## config.mk

```make
export PLATFORM = sky130hd
export DESIGN_NAME = mem_cmd_responder_flat
export DESIGN_NICKNAME = d
export VERILOG_FILES = /design/src/rtl/sha_bus_pkg.sv /design/src/rtl/mem_cmd_responder_if.sv /design/src/rtl/mem_cmd_responder.sv /design/src/flat_wrapper.sv
export SDC_FILE = /design/constraint.sdc
export NUM_CORES = 1
export LEC_CHECK = 0
export CORE_MARGIN = 2
export CORE_UTILIZATION = 30
export DETAILED_ROUTE_END_ITERATION = 10
export DONT_BUFFER_PORTS = 1
export HOLD_SLACK_MARGIN = 0.03
export PLACE_DENSITY_LB_ADDON = 0.1
export SLEW_MARGIN = 20
export SYNTH_ARGS = -nofsm -noshare
export SYNTH_HDL_FRONTEND = slang
export SYNTH_SLANG_ARGS = --single-unit
export TNS_END_PERCENT = 20
```

## constraint.sdc

```tcl
create_clock -name clk -period 3.3 [get_ports clk]
set_clock_uncertainty 0.15 [all_clocks]
set_input_delay 0.825 -clock clk [delete_from_list [all_inputs] [get_ports clk]]
set_output_delay 0.825 -clock clk [all_outputs]
set_load 0.02 [all_outputs]
```

## src/rtl/sha_bus_pkg.sv

```systemverilog
// Shared command-bus definitions: IDs, opcodes, command field layout, and the
// responder state type.
package sha_bus_pkg;

  localparam logic [1:0] ID_MEM  = 2'b00;
  localparam logic [1:0] ID_SHA  = 2'b01;

  localparam logic [1:0] OP_NOP  = 2'b00;
  localparam logic [1:0] OP_RD   = 2'b01;
  localparam logic [1:0] OP_WR   = 2'b10;
  localparam logic [1:0] OP_HASH = 2'b11;

  // Command word: {addr, rsvd[7:6], dest[5:4], src[3:2], op[1:0]}
  localparam int unsigned CMD_OP_LSB   = 0;
  localparam int unsigned CMD_SRC_LSB  = 2;
  localparam int unsigned CMD_DEST_LSB = 4;
  localparam int unsigned CMD_RSVD_LSB = 6;
  localparam int unsigned CMD_ADDR_LSB = 8;
  localparam int unsigned CMD_OP_W     = 2;
  localparam int unsigned CMD_ID_W     = 2;
  localparam int unsigned CMD_RSVD_W   = 2;

  typedef enum logic [2:0] {
    ST_IDLE,
    ST_RD_REQ,
    ST_RD_SEND,
    ST_WR_RECV,
    ST_WR_REQ,
    ST_ACK
  } mcr_state_e;

  function automatic int unsigned max_u(input int unsigned a, input int unsigned b);
    return (a > b) ? a : b;
  endfunction

endpackage

```

## src/rtl/mem_cmd_responder_if.sv

```systemverilog
// Command / ack / tx / rx signal bundle between bus initiators and the memory responder.
interface mem_cmd_responder_if #(
  parameter int unsigned ADDRW = 24
);
  logic              cmd_valid;
  logic [ADDRW+7:0]  cmd_data;
  logic              cmd_ready;
  logic [2:0]        ack_out;
  logic [7:0]        tx_data;
  logic [1:0]        tx_dest;
  logic              tx_valid;
  logic              tx_ready;
  logic [7:0]        rx_data;
  logic              rx_valid;
  logic              rx_ready;

  modport master (
    output cmd_valid, cmd_data, tx_ready, rx_data, rx_valid,
    input  cmd_ready, ack_out, tx_data, tx_dest, tx_valid, rx_ready
  );

  modport slave (
    input  cmd_valid, cmd_data, tx_ready, rx_data, rx_valid,
    output cmd_ready, ack_out, tx_data, tx_dest, tx_valid, rx_ready
  );
endinterface

```

## src/rtl/mem_cmd_responder.sv

```systemverilog
// Memory-side responder: decodes read/write commands, streams RD_BYTES out of
// memory or collects WR_BYTES into memory one byte at a time, then pulses ack.
// Optional mem_ack watchdog: define MEM_CMD_RESPONDER_TIMEOUT_EN.
module mem_cmd_responder
  import sha_bus_pkg::*;
#(
  parameter int unsigned ADDRW          = 24,
  parameter logic [1:0]  MEM_ID         = ID_MEM,
  parameter int unsigned RD_BYTES       = 64,
  parameter int unsigned WR_BYTES       = 32,
  parameter int unsigned TIMEOUT_CYCLES = 255
) (
  input  logic             clk,
  input  logic             rst_n,
  mem_cmd_responder_if.slave bus,
  output logic             mem_req,
  output logic             mem_we,
  output logic [ADDRW-1:0] mem_addr,
  output logic [7:0]       mem_wdata,
  input  logic [7:0]       mem_rdata,
  input  logic             mem_ack,
  output logic             err_out
);

  localparam int unsigned CNTW = $clog2(max_u(RD_BYTES, WR_BYTES)) + 1;

  mcr_state_e       r_state, w_state_nxt;
  logic [ADDRW-1:0] r_addr;
  logic [1:0]       r_dest;
  logic [CNTW-1:0]  r_cnt;
  logic [7:0]       r_tx_data;
  logic [7:0]       r_wdata;

  logic [1:0]       w_op, w_src, w_dest;
  logic [ADDRW-1:0] w_cmd_addr;
  logic             w_ld_cmd, w_cnt_inc, w_cap_rd, w_cap_wr;
  logic             w_last_rd, w_last_wr, w_in_req, w_tmo_hit;
  logic             w_unused_rsvd;

  assign w_op          = bus.cmd_data[CMD_OP_LSB   +: CMD_OP_W];
  assign w_src         = bus.cmd_data[CMD_SRC_LSB  +: CMD_ID_W];
  assign w_dest        = bus.cmd_data[CMD_DEST_LSB +: CMD_ID_W];
  assign w_cmd_addr    = bus.cmd_data[CMD_ADDR_LSB +: ADDRW];
  assign w_unused_rsvd = ^bus.cmd_data[CMD_RSVD_LSB +: CMD_RSVD_W];

  assign w_last_rd = (r_cnt == CNTW'(RD_BYTES - 1));
  assign w_last_wr = (r_cnt == CNTW'(WR_BYTES - 1));
  assign w_in_req  = (r_state == ST_RD_REQ) || (r_state == ST_WR_REQ);

`ifdef MEM_CMD_RESPONDER_TIMEOUT_EN
  localparam int unsigned WDW = $clog2(TIMEOUT_CYCLES + 1);
  logic [WDW-1:0] r_wdog;
  logic           r_err;

  assign w_tmo_hit = w_in_req && !mem_ack && (r_wdog == WDW'(TIMEOUT_CYCLES - 1));
  assign err_out   = r_err;

  // Watchdog: counts stalled request cycles, restarts on ack or any state change
  always_ff @(posedge clk or negedge rst_n) begin
    if (!rst_n) begin
      r_wdog <= '0;
      r_err  <= 1'b0;
    end else begin
      r_err <= w_tmo_hit;
      if (w_in_req && (w_state_nxt == r_state))
        r_wdog <= r_wdog + WDW'(1);
      else
        r_wdog <= '0;
    end
  end
`else
  localparam int unsigned unused_tmo_cycles = TIMEOUT_CYCLES;
  assign w_tmo_hit = 1'b0;
  assign err_out   = 1'b0;
`endif

  // State register
  always_ff @(posedge clk or negedge rst_n) begin
    if (!rst_n) r_state <= ST_IDLE;
    else        r_state <= w_state_nxt;
  end

  // Next-state decode and bus/memory output drive
  always_comb begin
    w_state_nxt   = r_state;
    w_ld_cmd      = 1'b0;
    w_cnt_inc     = 1'b0;
    w_cap_rd      = 1'b0;
    w_cap_wr      = 1'b0;
    bus.cmd_ready = 1'b0;
    bus.ack_out   = 3'b000;
    bus.tx_valid  = 1'b0;
    bus.rx_ready  = 1'b0;
    mem_req       = 1'b0;
    mem_we        = 1'b0;
    mem_addr      = '0;
    unique case (r_state)
      ST_IDLE: begin
        bus.cmd_ready = 1'b1;
        if (bus.cmd_valid) begin
          if ((w_op == OP_RD) && (w_src == MEM_ID)) begin
            w_ld_cmd    = 1'b1;
            w_state_nxt = ST_RD_REQ;
          end else if ((w_op == OP_WR) && (w_dest == MEM_ID)) begin
            w_ld_cmd    = 1'b1;
            w_state_nxt = ST_WR_RECV;
          end
        end
      end
      ST_RD_REQ: begin
        mem_req  = 1'b1;
        mem_addr = r_addr + ADDRW'(r_cnt);
        if (mem_ack) begin
          w_cap_rd    = 1'b1;
          w_state_nxt = ST_RD_SEND;
        end else if (w_tmo_hit) begin
          w_state_nxt = ST_ACK;
        end
      end
      ST_RD_SEND: begin
        bus.tx_valid = 1'b1;
        if (bus.tx_ready) begin
          w_cnt_inc   = 1'b1;
          w_state_nxt = w_last_rd ? ST_ACK : ST_RD_REQ;
        end
      end
      ST_WR_RECV: begin
        bus.rx_ready = 1'b1;
        if (bus.rx_valid) begin
          w_cap_wr    = 1'b1;
          w_state_nxt = ST_WR_REQ;
        end
      end
      ST_WR_REQ: begin
        mem_req  = 1'b1;
        mem_we   = 1'b1;
        mem_addr = r_addr + ADDRW'(r_cnt);
        if (mem_ack) begin
          w_cnt_inc   = 1'b1;
          w_state_nxt = w_last_wr ? ST_ACK : ST_WR_RECV;
        end else if (w_tmo_hit) begin
          w_state_nxt = ST_ACK;
        end
      end
      ST_ACK: begin
        bus.ack_out = {1'b1, MEM_ID};
        w_state_nxt = ST_IDLE;
      end
      default: w_state_nxt = ST_IDLE;
    endcase
  end

  // Command latch, byte counter and data capture registers
  always_ff @(posedge clk or negedge rst_n) begin
    if (!rst_n) begin
      r_addr    <= '0;
      r_dest    <= '0;
      r_cnt     <= '0;
      r_tx_data <= '0;
      r_wdata   <= '0;
    end else begin
      if (w_ld_cmd) begin
        r_addr <= w_cmd_addr;
        r_cnt  <= '0;
        if (w_op == OP_RD) r_dest <= w_dest;
      end else if (w_cnt_inc) begin
        r_cnt <= r_cnt + CNTW'(1);
      end
      if (w_cap_rd) r_tx_data <= mem_rdata;
      if (w_cap_wr) r_wdata   <= bus.rx_data;
    end
  end

  assign bus.tx_data = r_tx_data;
  assign bus.tx_dest = r_dest;
  assign mem_wdata   = r_wdata;

endmodule

```

## src/flat_wrapper.sv

```systemverilog
// flat-port wrapper written by rule: the top's interface ports become plain ports
module mem_cmd_responder_flat import sha_bus_pkg::*;
#(
  parameter int unsigned ADDRW          = 24,
  parameter logic [1:0]  MEM_ID         = ID_MEM,
  parameter int unsigned RD_BYTES       = 64,
  parameter int unsigned WR_BYTES       = 32,
  parameter int unsigned TIMEOUT_CYCLES = 255
)
  (clk, rst_n, mem_req, mem_we, mem_addr, mem_wdata, mem_rdata, mem_ack, err_out, bus_cmd_valid, bus_cmd_data, bus_tx_ready, bus_rx_data, bus_rx_valid, bus_cmd_ready, bus_ack_out, bus_tx_data, bus_tx_dest, bus_tx_valid, bus_rx_ready);
  mem_cmd_responder_if #(.ADDRW(ADDRW)) bus_i ();
  input  logic clk;
  input  logic rst_n;
  output logic mem_req;
  output logic mem_we;
  output logic [ADDRW-1:0] mem_addr;
  output logic [7:0] mem_wdata;
  input  logic [7:0] mem_rdata;
  input  logic mem_ack;
  output logic err_out;
  input wire logic [$bits(bus_i.cmd_valid)-1:0] bus_cmd_valid;
  input wire logic [$bits(bus_i.cmd_data)-1:0] bus_cmd_data;
  input wire logic [$bits(bus_i.tx_ready)-1:0] bus_tx_ready;
  input wire logic [$bits(bus_i.rx_data)-1:0] bus_rx_data;
  input wire logic [$bits(bus_i.rx_valid)-1:0] bus_rx_valid;
  output wire logic [$bits(bus_i.cmd_ready)-1:0] bus_cmd_ready;
  output wire logic [$bits(bus_i.ack_out)-1:0] bus_ack_out;
  output wire logic [$bits(bus_i.tx_data)-1:0] bus_tx_data;
  output wire logic [$bits(bus_i.tx_dest)-1:0] bus_tx_dest;
  output wire logic [$bits(bus_i.tx_valid)-1:0] bus_tx_valid;
  output wire logic [$bits(bus_i.rx_ready)-1:0] bus_rx_ready;
  assign bus_i.cmd_valid = bus_cmd_valid;
  assign bus_i.cmd_data = bus_cmd_data;
  assign bus_i.tx_ready = bus_tx_ready;
  assign bus_i.rx_data = bus_rx_data;
  assign bus_i.rx_valid = bus_rx_valid;
  assign bus_cmd_ready = bus_i.cmd_ready;
  assign bus_ack_out = bus_i.ack_out;
  assign bus_tx_data = bus_i.tx_data;
  assign bus_tx_dest = bus_i.tx_dest;
  assign bus_tx_valid = bus_i.tx_valid;
  assign bus_rx_ready = bus_i.rx_ready;
  mem_cmd_responder #(.ADDRW(ADDRW), .MEM_ID(MEM_ID), .RD_BYTES(RD_BYTES), .WR_BYTES(WR_BYTES), .TIMEOUT_CYCLES(TIMEOUT_CYCLES)) u_core (.clk(clk), .rst_n(rst_n), .bus(bus_i), .mem_req(mem_req), .mem_we(mem_we), .mem_addr(mem_addr), .mem_wdata(mem_wdata), .mem_rdata(mem_rdata), .mem_ack(mem_ack), .err_out(err_out));
endmodule
```

Word-level counts from Yosys, hierarchy flattened:

Index checks and enable logic that the tools add are counted.

* register bits after elaboration: 52
* input port bits: 54
* output and inout bits: 51
* logic and storage cells: 61

* $add $sub $neg: 2
* eq/ne operators: 15
* mux-type cells: 29
* reduce and logical (&&, ||, !) cells: 9

Operator list (number)
* $mux W3: 10
* $add A24 B7 Y24: 1
* $mux W24: 1
* $pmux W3 S5: 1
* $mux W1: 14
* $mux W7: 2
* $ne A2 B2 Y1 const B: 5
* $add A7 B1 Y7 const B: 1
* $eq A7 B5 Y1 const B: 1
* $eq A7 B6 Y1 const B: 1
* $eq A3 B2 Y1 const B: 2
* $eq A3 B3 Y1 const B: 2
* $reduce_and A6 Y1: 1
* $logic_not A2 Y1: 2
* $eq A3 B1 Y1 const B: 1
* $logic_not A3 Y1: 1
* $ne A3 B1 Y1 const B: 1
* $eq A2 B1 Y1 const B: 1
* $eq A2 B2 Y1 const B: 1
* $logic_and A1 B1 Y1: 2
* $pmux W1 S2: 1
* $reduce_and A2 Y1: 1
* $reduce_bool A2 Y1: 1
* $reduce_or A2 Y1: 1

Logic depth before layout (Yosys ltp):

Gate-level depths: netlist (run 1).

* depth after elaboration: 7
* mapped depth: 8
* mapped depth without buffers: 8

Least setup slack after synthesis (run 1):

OpenSTA, ideal clock, no wires.

* path type: flip-flop to output port
* from: register u_core.r_cnt[0]
* to: output mem_addr[22]
* data arrival time: 2.311 ns
* required time: 2.325 ns
* setup slack: 0.014 ns
* stages on the path, launching flop included: 9
* path buffers: 0
* cells stage by stage: dfrtp_1 ha_1 inv_1 fa_1 nand2b_1 a21oi_2 o211ai_1 or3_1 a21oi_1

* word-level cells in the longest chain between the ends: 2

Ends and longest elaborated chain
* start, declared: RTL line mem_cmd_responder.sv:30 `logic [CNTW-1:0] r_cnt;`
* start signal, assigned: RTL line mem_cmd_responder.sv:167 `r_cnt <= r_cnt + CNTW'(1);`
* $add A24 B7 Y24: RTL line mem_cmd_responder.sv:112, mem_cmd_responder.sv:137
* $mux W24
* end, declared: RTL line flat_wrapper.sv:16 `output logic [ADDRW-1:0] mem_addr;`

No other way between the ends.

Final worst setup path (run 1):

* from: register u_core.r_addr[0]
* to: output mem_addr[22]

* word-level cells in the longest chain between the ends: 2

Ends and longest elaborated chain
* start, declared: RTL line mem_cmd_responder.sv:28 `logic [ADDRW-1:0] r_addr;`
* start signal, assigned: RTL line mem_cmd_responder.sv:163 `r_addr <= w_cmd_addr;`
* $add A24 B7 Y24: RTL line mem_cmd_responder.sv:112, mem_cmd_responder.sv:137
* $mux W24

No other way between the ends.

==> flow_summary.ini, run 1 <==
[timing]
hold_ws_ns = 0.05108
worst_slack_ns = -0.08721
fmaxAchievable_mhz = 295.2
min_period_ns = 3.387
max_slew.worst_pin.slew_ns = 0.8015
fin_crit_sh_pct = 102.6
hold_viol = 0
timing.max_slew.rel_slack_pct = 46.16
finalSetupTns_ns = -0.2071
grt_setup_unrepaired = yes
setup_violations = 4
slew_violations = 0

[floorplanning]
die_area_um2 = 10750
top_level_ports = 105
floorplan.die.width_um = 103.7
chipHeight_um = 103.7
row_count = 36
core_region_area_um2 = 9729
initial_core_util_pct = 30.63

[placement]
place.port_buffers = 0
detailed_place_hpwl_um = 5336
place.gp.congestion = 0.7930

[setup_path]
cp-startpoint = u_core.r_addr[0]
setup.worst_path.class = flip-flop to output pin
setup.reg_to_reg.worst_slack_ns = 1.19
startpoint_type = flip-flop
cp_top_family = simple AND/OR/NAND/NOR gates
worst-path-max-fanout = 4
critical_path.cell_chain = ha_4, inv_2, fa_2, nand2b_4, a21oi_4, o211ai_1, or3_1, a21oi_2, buf_4
critical_path_cell_count = 9
crit_path_max_incr_delay_ns = 0.41
crit_path_top_delay_cell = dfrtp_1
worstReg2RegStart = u_core.r_state[1]
timing.reg2reg.worst_path_depth = 4
setup.worst_path.end = mem_addr[22]
critical_path_required_ns = 2.32
crit-reg2reg-capture = u_core.mem_wdata[5]
cp_num_buf_inv = 2
critical_path.endpoint_type = output pin
cp_data_arrival_time_ns = 2.41

[logic_synthesis]
synth_top_cell_by_area = dfrtp_1
cell_area_after_synthesis_um2 = 2980
number_of_flops_mapped_to_enable_cells_by_yosys = 0
synth_top_cell_area_share_pct = 43.66
yosysWarningCount = 0
syn_area_per_cell_um2 = 10.53
synthDistinctLibCells = 40
synthTopCellsByArea = dfrtp_1 44%, mux2_2 16%, xor2_1 5.6%, nor2_1 4.0%, ha_1 3.4%
register_area_share_after_synthesis_pct = 43.66
dominantRegCellSynth = dfrtp_1
most_frequently_used_cell_type_in_the_post_synthesis_netlist = dfrtp_1
syn_inst = 283
postSynth.asyncResetShare_pct = 100.0
ys_ff_latch = 52
post_synth_most_frequent_cells = 52 x dfrtp_1, 42 x mux2_2, 32 x nor2_1, 19 x xor2_1, 16 x nand2_1

[pwr]
total_leakage_power_nw = 1.460
maximum_ir_drop_on_the_vdd_rail_v = 0.0003651
p_per_area_nw_per_um2 = 932.7

[run_status]
status = complete, but fails checks
violations = negative setup slack

[clock_tree]
clk_pin_slew_worst_paths_ns = 0.10
cts.path.max_buffers = 2
clock_tree.root_cell = clkbuf_8
tritoncts_clock_tree = done
cts-buffers-inserted = 5
clock_sinks = 52
htree_levels = 2
worst_skew_late_latency_ns = 0.31

[global_route]
remaining_global_route_overflow = 0
grt_antenna_before_repair = 2
grt_first_pass_wirelength_um = 11900
via_count_of_the_first_global_routing_pass = 2328
grt_max_degree = 53
gr-usage-all-layers_pct = 13.76

[layout]
areaGrowthSynthToFinish_pct = 18.64
fraction_of_final_layout_cells_with_drive_strength_greater_than_1_pct = 32.48
final_net_count = 373
filler_cell_count = 1024

[drt]
wl_per_cell_um = 16.54
via_per_inst = 5.052
initialDrtViolationCount = 82
vias = 2248
drt_drc_violations_left = 0
wirelength_um = 7362
remaining_antenna_violation_count_after_routing = 0
dr.pass1.iters = 4

[job]
cap_viol_max_count = 0

[worst_hold_path]
hold_class = input port to asynchronous set/reset pin
-- how the worst min path moves through the flow --
stage,end
CTS,u_core.r_cnt[4]
global placement,u_core.r_addr[6]
detailed placement,u_core.r_addr[6]
floorplan,u_core.r_addr[2]
global route,u_core.r_addr[2]
finish,u_core.r_addr[2]
-- cell families after synthesis --
family	Yosys count	share of synthesized area (%)
flops	52	43.66
buf+inv	17	2.939
compound gates	41	8.942
mux	43	16.20
other cells	1	0.1258
simple gates	98	17.63
fa+ha+maj	9	4.030
xor+xnor	22	6.465
-- what timing repair did --
action	in CTS	in global routing
setup buffers	1	3
hold buffers	0	2
endpoints found under the setup margin	12	19
gates resized for setup	16	9
cloned	0	0
endpoints found under the hold margin	0	30
pin swaps	9	7
-- worst register-to-register path, cell delays in order (launching register included) --
cell and delay (ns):
dfrtp_1 0.65, nor2b_1 0.28, and2_1 0.31, nand2_1 0.27, mux2_2 0.34
-- where the power goes --
group | leakage, nW | internal [W] | switching [W]
clock network | 0.0414 | 0.000152 | 0.000229
registers | 0.644 | 0.000933 | 0.000461
logic | 0.774 | 0.000701 | 0.000823
total | 1.46 | 0.00179 | 0.00151
-- layer usage --
layer | wire length, um | track usage [%] | share of wire [%] | vias up
met3 | 636 | 5.286 | 8.6 | 7
met5 | 0 | 0 | 0 | -
li1 | - | - | - | 1060
met4 | 61 | 3.475 | 0.83 | 0
met1 | 3437 | 18.32 | 47 | 1093
met2 | 3227 | 21.10 | 44 | 88
-- state kept, by name (all words and copies together) (netlist names) --
signal	count
u_core.r_addr	24
u_core.bus.tx_data	8
u_core.mem_wdata	8
u_core.r_cnt	7
u_core.r_state	3
u_core.bus.tx_dest	2
-- stage by stage --
step                      total power (W)  instances  worst slack [ns]  util [%]  cell area [um2]
after detailed placement         0.002786        430           0.02901     33.53             3262
after global routing             0.003561        444           -0.1806     36.32             3533
after floorplan                  0.002378        285           0.01419         -             2988
final                            0.003298        445          -0.08721     36.34             3536
after global placement           0.002766        430           0.04811     33.53             3262
after CTS                        0.003295        439           -0.1265     35.58             3462
-- area by class of cell --
cell class,instances,area [um2],share of cell area (%)
flip-flops and latches,52,1306,36.94
clock inverters,2,16.27,0.4600
inverters,6,22.52,0.6369
multi-input cells,216,1717,48.55
repair buffers,29,232.7,6.582
diodes,1,2.502,0.07077
well taps,133,166.4,4.706
clock buffers,6,72.57,2.052
-- cells in the final DEF (no fill, tap or decap), types with 4 or more instances in the layout --
cell,synthesis,routed
nand3_1,6,6
nor2_1,32,32
or3_1,4,4
xor2_1,19,19
nor3_1,4,4
ha_4,0,6
dfrtp_1,52,48
clkbuf_8,0,5
nand2_1,16,14
dfrtp_2,0,4
nand4_1,9,9
o21ai_0,10,7
nand2b_1,5,4
o211ai_1,9,9
inv_1,6,5
mux2_2,42,42
a21oi_2,2,4
a21oi_1,10,7
buf_4,5,27
Note: power is estimated with default switching activity, not from simulation.
==> run 2: changes to the inputs <==
--- a/config.mk
+++ b/config.mk
@@ -5,8 +5,10 @@
 export SDC_FILE = /design/constraint.sdc
 export NUM_CORES = 1
 export LEC_CHECK = 0
+export CELL_PAD_IN_SITES_DETAIL_PLACEMENT = 1
+export CELL_PAD_IN_SITES_GLOBAL_PLACEMENT = 1
 export CORE_MARGIN = 2
-export CORE_UTILIZATION = 30
+export CORE_UTILIZATION = 42
 export DETAILED_ROUTE_END_ITERATION = 10
 export DONT_BUFFER_PORTS = 1
 export HOLD_SLACK_MARGIN = 0.03
@@ -15,4 +17,3 @@
 export SYNTH_ARGS = -nofsm -noshare
 export SYNTH_HDL_FRONTEND = slang
 export SYNTH_SLANG_ARGS = --single-unit
-export TNS_END_PERCENT = 20
==> flow_summary.ini, run 2 (synthesized netlist as in run 1, its figures left out) <==
[setup_path]
setup.reg_to_reg.worst_slack_ns = 1.16
cp_top_family = adder cells
crit_path_max_incr_delay_ns = 0.42
worst-path-max-fanout = 4
critical_path.cell_chain = ha_4, inv_2, fa_2, nand2b_4, a21oi_4, buf_4, buf_4, o2111ai_1, xor2_1, nor2_1, buf_4
setup.worst_path.class = flip-flop to output pin
cp_num_buf_inv = 4
timing.reg2reg.worst_path_depth = 4
cp-startpoint = u_core.r_addr[0]
critical_path_cell_count = 11
cp_data_arrival_time_ns = 2.39
setup.worst_path.end = mem_addr[20]
critical_path.endpoint_type = output pin
crit_path_frequent_cell = buf_4
crit-reg2reg-capture = u_core.bus.tx_data[6]
worstReg2RegStart = u_core.r_state[0]
critical_path_required_ns = 2.32
crit_path_top_delay_cell = dfrtp_1
startpoint_type = flip-flop

[run_status]
violations = negative setup slack
status = complete, but fails checks

[drt]
remaining_antenna_violation_count_after_routing = 0
wirelength_um = 7746
vias = 2310
initialDrtViolationCount = 91
drt_drc_violations_left = 0
dr.pass1.iters = 5
via_per_inst = 5.553
wl_per_cell_um = 18.62

[clock_tree]
htree_levels = 2
tritoncts_clock_tree = done
clock_sinks = 52
cts-buffers-inserted = 5
clock_tree.root_cell = clkbuf_8
clk_pin_slew_worst_paths_ns = 0.11
cts.path.max_buffers = 2
worst_skew_late_latency_ns = 0.31

[worst_hold_path]
hold_class = input port to asynchronous set/reset pin

[timing]
min_period_ns = 3.370
timing.max_slew.rel_slack_pct = 40.94
hold_viol = 0
worst_slack_ns = -0.06953
fmaxAchievable_mhz = 296.8
finalSetupTns_ns = -0.2535
max_slew.worst_pin.slew_ns = 0.8836
fin_crit_sh_pct = 102.1
setup_violations = 6
slew_violations = 0
grt_setup_unrepaired = yes

[layout]
postLayoutCellArea_um2 = 3622
areaGrowthSynthToFinish_pct = 21.54
final_common_cell = dfrtp_1
fraction_of_final_layout_cells_with_drive_strength_greater_than_1_pct = 36.25
layout_common_cells = 47 x dfrtp_1, 42 x mux2_2, 31 x buf_4
filler_cell_count = 768
largest_register_ffs = 24
num_antenna_cells = 0
top_register = u_core.r_addr
fin_util_pct = 53.02
final_net_count = 382

[global_route]
grt_max_degree = 53
grt_antenna_before_repair = 0
grt_first_pass_wirelength_um = 11860
remaining_global_route_overflow = 0
gr-usage-all-layers_pct = 19.63
via_count_of_the_first_global_routing_pass = 2338

[floorplanning]
row_count = 30
floorplan.die.width_um = 88.24
chipHeight_um = 88.24
initial_core_util_pct = 43.63
die_area_um2 = 7786
top_level_ports = 105
core_region_area_um2 = 6832

[pwr]
total_leakage_power_nw = 1.521
maximum_ir_drop_on_the_vdd_rail_v = 0.0004085
p_per_area_nw_per_um2 = 949.1

[placement]
detailed_place_hpwl_um = 5371
place.port_buffers = 0
placement.cell_area_um2 = 3206
place.gp.congestion = 0.7385

[job]
cap_viol_max_count = 0
-- run 2: stage by stage --
step	setup WS [ns]	hold slack (ns)	total power (W)	std cells
final	-0.06953	0.1794	0.003438	416
after global routing	-0.2063	0.1816	0.003704	416
after CTS	-0.1258	0.03111	0.003318	401
after detailed placement	-0.01555	0.3581	0.002774	390
after global placement	0.06459	0.3530	0.002727	390
after floorplan	0.01419	0.3348	0.002378	285
-- run 2: area by class of cell --
class | instances | area (um2) | area share [%]
clock buffer | 5 | 68.82 | 1.900
clock inverter | 3 | 28.78 | 0.7945
inverter | 6 | 22.52 | 0.6218
multi-input combinational | 216 | 1740 | 48.05
sequential | 52 | 1308 | 36.10
tap | 96 | 120.1 | 3.316
timing repair buffer | 38 | 334.1 | 9.223
-- run 2: how the worst min path moves through the flow --
| stage | from | to | slack [ns] | depth (start not counted) |
|---|---|---|---|---|
| 2_1_floorplan | u_core.r_addr[2] | u_core.r_addr[2] | 0.33 | 1 |
| 3_3_place_gp | u_core.r_addr[6] | u_core.r_addr[6] | 0.35 | 1 |
| 3_5_place_dp | u_core.r_addr[6] | u_core.r_addr[6] | 0.36 | 1 |
| 4_1_cts | rst_n | u_core.mem_wdata[4] | 0.03 | 0 |
| 5_1_grt | rst_n | u_core.r_addr[4] | 0.18 | 1 |
| 6_report | rst_n | u_core.r_cnt[2] | 0.18 | 1 |
-- run 2: what timing repair did --
action / 4_1_cts / 5_1_grt
endpoints found under the setup margin: 13 / 18
hold buffers: 0 / 3
pin swaps: 8 / 8
cloned: 0 / 0
gates resized for setup: 24 / 10
hold endpoints to repair: 0 / 38
setup buffers: 3 / 12
-- run 2: power by group --
group | internal, W | switching, W
Sequential | 0.000933 | 0.000452
Combinational | 0.000764 | 0.000882
Clock | 0.000161 | 0.000245
-- run 2: routing by layer --
metal	track usage [%]	wire [um]
met3	6.343	629
met4	4.683	51
met5	0	0
met1	25.68	3358
met2	31.85	3706
